$ cat config.mk
export PLATFORM = sky130hd
export DESIGN_NAME = p_addsub_arb
export DESIGN_NICKNAME = d
export VERILOG_FILES = /design/src/rtl/p_addsub_pkg.sv /design/src/rtl/p_addsub.sv /design/src/rtl/p_addsub_arb.sv
export SDC_FILE = /design/constraint.sdc
export NUM_CORES = 1
export LEC_CHECK = 0
export ABC_AREA = 1
export CAP_MARGIN = 25
export CORE_MARGIN = 5
export CORE_UTILIZATION = 40
export CTS_CLUSTER_SIZE = 10
export DETAILED_ROUTE_END_ITERATION = 12
export PLACE_DENSITY = 0.73
export SYNTH_ARGS = -nofsm -noshare
export SYNTH_HDL_FRONTEND = slang
export SYNTH_HIERARCHICAL = 1
export SYNTH_SLANG_ARGS = --single-unit
$ cat constraint.sdc
create_clock -name g_clk -period 20.9 [get_ports g_clk]
set_input_delay 6.27 -clock g_clk [delete_from_list [all_inputs] [get_ports g_clk]]
set_output_delay 6.27 -clock g_clk [all_outputs]
set_load 0.05 [all_outputs]
$ cat src/rtl/p_addsub_pkg.sv
// Shared definitions for the packed add/sub datapath and its arbiter:
// one-hot pack-width encodings, the pack-width legality check, the
// lane-boundary helper used by the carry chain, and the hold-register record.
package p_addsub_pkg;

  localparam logic [4:0] PW_32 = 5'b00001;
  localparam logic [4:0] PW_16 = 5'b00010;
  localparam logic [4:0] PW_8  = 5'b00100;
  localparam logic [4:0] PW_4  = 5'b01000;
  localparam logic [4:0] PW_2  = 5'b10000;

  // Registered result stage: one entry, tagged with the requester that issued it.
  typedef struct packed {
    logic        full;
    logic        owner;
    logic [31:0] result;
    logic        err;
  } hold_t;

  // A pack width is legal only when exactly one lane-size bit is set.
  function automatic logic pw_onehot(input logic [4:0] pw);
    return (pw != 5'b00000) && ((pw & (pw - 5'd1)) == 5'b00000);
  endfunction

  // True when bit_idx is the least significant bit of a lane for this width,
  // i.e. where the carry chain must be restarted.
  function automatic logic lane_start(input logic [4:0] bit_idx, input logic [4:0] pw);
    return (bit_idx == 5'd0)
         | (pw[1] & (bit_idx[3:0] == 4'd0))
         | (pw[2] & (bit_idx[2:0] == 3'd0))
         | (pw[3] & (bit_idx[1:0] == 2'd0))
         | (pw[4] & (bit_idx[0]   == 1'b0));
  endfunction

endpackage

$ cat src/rtl/p_addsub.sv
// Packed SIMD adder/subtractor: one 32-bit ripple chain that is cut at every
// lane boundary selected by the one-hot pack width. Subtraction is done as
// lhs + ~rhs + 1 with the +1 injected at the bottom of each lane.
module p_addsub
  import p_addsub_pkg::*;
(
  input  logic [31:0] i_lhs,
  input  logic [31:0] i_rhs,
  input  logic [4:0]  i_pw,
  input  logic        i_sub,
  output logic [31:0] o_result
);

  logic [31:0] w_bop;
  logic [31:0] w_sum;
  logic        w_carry;

  // Lane-segmented ripple carry; the carry restarts at each lane base.
  always_comb begin
    w_bop   = i_sub ? ~i_rhs : i_rhs;
    w_sum   = '0;
    w_carry = 1'b0;
    for (int i = 0; i < 32; i++) begin
      if (lane_start(5'(i), i_pw)) begin
        w_carry = i_sub;
      end
      w_sum[i] = i_lhs[i] ^ w_bop[i] ^ w_carry;
      w_carry  = (i_lhs[i] & w_bop[i]) | (w_carry & (i_lhs[i] ^ w_bop[i]));
    end
  end

  assign o_result = w_sum;

endmodule

$ cat src/rtl/p_addsub_arb.sv
// Two-requester round-robin front end for the shared packed add/sub datapath.
// A single registered hold stage returns each result on the response channel
// of the requester that issued it; a new operation can be accepted in the same
// cycle the held result drains, so throughput is one op per cycle.
module p_addsub_arb
  import p_addsub_pkg::*;
#(
  parameter int NREQ = 2
) (
  input  logic                 g_clk,
  input  logic                 g_resetn,
  input  logic [NREQ-1:0]      req_valid,
  output logic [NREQ-1:0]      req_ready,
  input  logic [32*NREQ-1:0]   req_lhs,
  input  logic [32*NREQ-1:0]   req_rhs,
  input  logic [5*NREQ-1:0]    req_pw,
  input  logic [NREQ-1:0]      req_sub,
  output logic [NREQ-1:0]      rsp_valid,
  input  logic [NREQ-1:0]      rsp_ready,
  output logic [31:0]          rsp_result,
  output logic                 rsp_err
);

  hold_t       r_hold;
  logic        r_ptr;

  logic        w_drain;
  logic        w_can_accept;
  logic        w_grant_any;
  logic        w_grant_idx;
  logic [1:0]  w_grant;
  logic        w_accept;
  logic [31:0] w_lhs;
  logic [31:0] w_rhs;
  logic [4:0]  w_pw;
  logic        w_sub;
  logic        w_pw_legal;
  logic [31:0] w_dp_result;

  // The held result leaves when its own requester takes it; the other
  // requester's rsp_ready is irrelevant because there is no per-requester buffer.
  assign w_drain      = r_hold.full & rsp_ready[r_hold.owner];
  assign w_can_accept = g_resetn & (~r_hold.full | w_drain);

  // Round-robin grant: the pointer only breaks ties when both requesters are valid.
  always_comb begin
    w_grant_any = 1'b0;
    w_grant_idx = 1'b0;
    case (req_valid)
      2'b01: begin
        w_grant_any = 1'b1;
        w_grant_idx = 1'b0;
      end
      2'b10: begin
        w_grant_any = 1'b1;
        w_grant_idx = 1'b1;
      end
      2'b11: begin
        w_grant_any = 1'b1;
        w_grant_idx = r_ptr;
      end
      default: begin
        w_grant_any = 1'b0;
        w_grant_idx = 1'b0;
      end
    endcase
  end

  assign w_grant   = {w_grant_any & w_grant_idx, w_grant_any & ~w_grant_idx};
  assign req_ready = w_grant & {2{w_can_accept}};
  assign w_accept  = w_grant_any & w_can_accept;

  // Operand mux feeding the shared datapath from the granted requester.
  assign w_lhs      = w_grant_idx ? req_lhs[63:32] : req_lhs[31:0];
  assign w_rhs      = w_grant_idx ? req_rhs[63:32] : req_rhs[31:0];
  assign w_pw       = w_grant_idx ? req_pw[9:5]    : req_pw[4:0];
  assign w_sub      = w_grant_idx ? req_sub[1]     : req_sub[0];
  assign w_pw_legal = pw_onehot(w_pw);

  p_addsub u_p_addsub (
    .i_lhs    (w_lhs),
    .i_rhs    (w_rhs),
    .i_pw     (w_pw),
    .i_sub    (w_sub),
    .o_result (w_dp_result)
  );

  // Hold register and priority pointer; a drain without a new accept only
  // clears full and leaves the last result/err in place.
  always_ff @(posedge g_clk or negedge g_resetn) begin
    if (!g_resetn) begin
      r_hold <= '0;
      r_ptr  <= 1'b0;
    end else if (w_accept) begin
      r_hold.full   <= 1'b1;
      r_hold.owner  <= w_grant_idx;
      r_hold.result <= w_pw_legal ? w_dp_result : 32'h0000_0000;
      r_hold.err    <= ~w_pw_legal;
      r_ptr         <= ~w_grant_idx;
    end else if (w_drain) begin
      r_hold.full <= 1'b0;
    end
  end

  assign rsp_valid  = {r_hold.full & r_hold.owner, r_hold.full & ~r_hold.owner};
  assign rsp_result = r_hold.result;
  assign rsp_err    = r_hold.err;

endmodule

==> metrics.csv <==
metric;value;unit
grt_pass1_wl;19700;um
clockRootBuffer;clkbuf_16;
routed_wl;12900;um
grt_max_degree;71;
worstReg2RegEnd;rsp_result[31];
ys_seq_area_share;19.8;%
yosysTopAreaCellShare;27.8;%
grt_overflow;0;
ys_ff_latch;36;
drive_gt1_share;7.32;%
hold-path-endpoint;rsp_result[14];
via_count;4415;
synth-edff-count;0;
fmax;0.0494;GHz
h-tree-depth;2;
clk_path_buf_depth;2;
clk_latency;0.28;ns
synth_area_leader_cell;nand2_1;
path_class;in2reg;
yosysMostFrequentCell;nand2_1;
critPathLaunchType;input port;
syn_area;4540;um^2
leakage;3.48;nW
finalMaxSlewViolations;0;
postRouteAntennaNets;0;
drc;0;
rows;39;
min_period_over_period;96.9;%
slew_headroom;42.2;%
die_w;117;um
track_usage;18.4;%
hold_viol_final;0;
drtIter0Drc;260;
ff2ff_path_depth;78;
core;11300;um^2
layout_min_cycle_time;20.26;ns
area_delta_synth_final;41.3;%
syn-num-nets;894;
synth_common_cells;336 x nand2_1, 112 x inv_1, 37 x nor2_1;
cpMostUsedCell;nand2_1;
setup_viol;0;
yosys_warnings;6;
syn_inst;718;
clk_pin_slew;0.05;ns
max_cap_viol_count;0;
required;21.12;ns
ys.flop_type;dfrtp_1;
cts_hold_buf;0;
wl_per_cell;12.8;um
post_cts_buffers;0;
num_antenna_cells;0;
setup_tns;0;ns
timing.rr.start;r_ptr;
clock_skew;0.00499;ns
die_area;13600;um^2
worst-slew-pin-transition;0.866;ns
synth_cell_types;28;
status;complete, no violations;
async_flop_share;100;%
worst-r2r-setup-slack;6.41;ns
finalPower;0.629;mW
crit_path_top_delay_cell;clkdlybuf4s50_1;
first_pass_iters;4;
hpwl;10400;um
worst_setup_path_end_kind;flip-flop;
antenna_found_initial;0;
synth_area_leaders;nand2_1 28%, dfrtp_1 20%, fa_1 13%;
power.density;98.0;nW/um^2
cp.arrival;20.48;ns
synth_area_per_cell;6.33;um^2
place_ws;-0.451;ns
slowest_delay;0.47;ns
gp_routability_congestion;0.849;
tritoncts;done;
cts_sinks;36;
grt_pass1_vias;4132;
critPathMaxFanout;3;
numPortBuffers;182;
hold_start;rsp_result[14];
fin_ws;0.638;ns
hold_depth;2;
numCtsBuffers;5;
die_y;117;um
whs;0.475;ns
initial_utilization;40.3;%
vdd_drop_max;0.0767;mV
hp-class;reg2reg;
nets;1036;
num_io_pins;183;
post-route-util;57.0;%
viasPerCell;4.40;
[metrics by stage]
step	cell area (um^2)	instances
after floorplan	4540	718
after global routing	6420	1004
after detailed placement	6240	996
final	6420	1004
after global placement	6240	996
after CTS	6390	1004
[flip-flops by register name, indices dropped and copies added, names as in the netlist]
signal and count:
r_ptr 1, rsp_result 32, r_hold 2, rsp_err 1
[final cells by class]
cell class / instances / area, um^2
sequential: 36 / 901
inverter: 115 / 434
timing repair buffer: 203 / 1960
tap: 143 / 179
multi-input combinational: 499 / 2800
clock buffer: 8 / 146
fill: 1114 / 4850
[critical path, delay by kind of cell]
kind | cells | cell delay, ns
compound gates | 3 | 0.35
fa+ha+maj | 30 | 10.58
simple gates | 35 | 2.50
buf+inv | 6 | 0.78
[cells in the final DEF, fill, tap and decap left out, types with 2 or more instances in the layout]
master / Yosys / layout
nand2_4: 6 / 5
dfrtp_1: 36 / 36
nand2_2: 3 / 4
nor2_1: 37 / 37
clkbuf_1: 9 / 2
nor2_4: 3 / 3
nand2_1: 336 / 335
nand3_1: 10 / 10
buf_4: 36 / 21
fa_2: 0 / 13
clkdlybuf4s50_1: 0 / 179
clkbuf_16: 0 / 5
nand3b_1: 3 / 3
nand4_1: 32 / 32
clkbuf_2: 0 / 2
inv_2: 3 / 3
xnor2_1: 29 / 29
inv_1: 112 / 111
fa_1: 30 / 17
o21ai_1: 1 / 2
[layer usage]
layer,GRT usage [%],routed length (um)
met1,25.9,5840
met5,0,0
met4,4.13,70
met3,2.69,897
met2,30.1,6090
[how the worst max path moves through the flow]
stage               cells after the start         start  slack (ns)              to
floorplan                              78  req_valid[1]        0.19  rsp_result[31]
global placement                       78  req_valid[0]       -0.16  rsp_result[31]
detailed placement                     78  req_valid[0]       -0.45  rsp_result[31]
CTS                                    77  req_valid[0]        0.07  rsp_result[31]
global route                           74    req_lhs[0]       -0.02  rsp_result[31]
finish                                 74    req_rhs[0]        0.64  rsp_result[31]
[cell families after synthesis]
kind of cell	synth area share (%)
flip-flops	19.8
AO/OA/AOI/OAI	1.05
AND/OR/NAND/NOR	40.3
adder cells (fa/ha/maj)	13.2
buffers and inverters	19.8
XOR/XNOR	5.78
[timing repair]
action	CTS	global route
hold endpoints to repair	0	0
pin swaps	0	4
setup endpoints to repair	2	2
gates resized for setup	3	19
[power by group]
part | total, mW | internal [mW] | switching [mW] | leakage (nW)
Clock | 0.0738 | 0.0475 | 0.0263 | 0.0712
Combinational | 0.451 | 0.173 | 0.279 | 2.92
Sequential | 0.104 | 0.0914 | 0.0126 | 0.486
Total | 0.629 | 0.311 | 0.318 | 3.48
(Power assumes the default switching activity.)
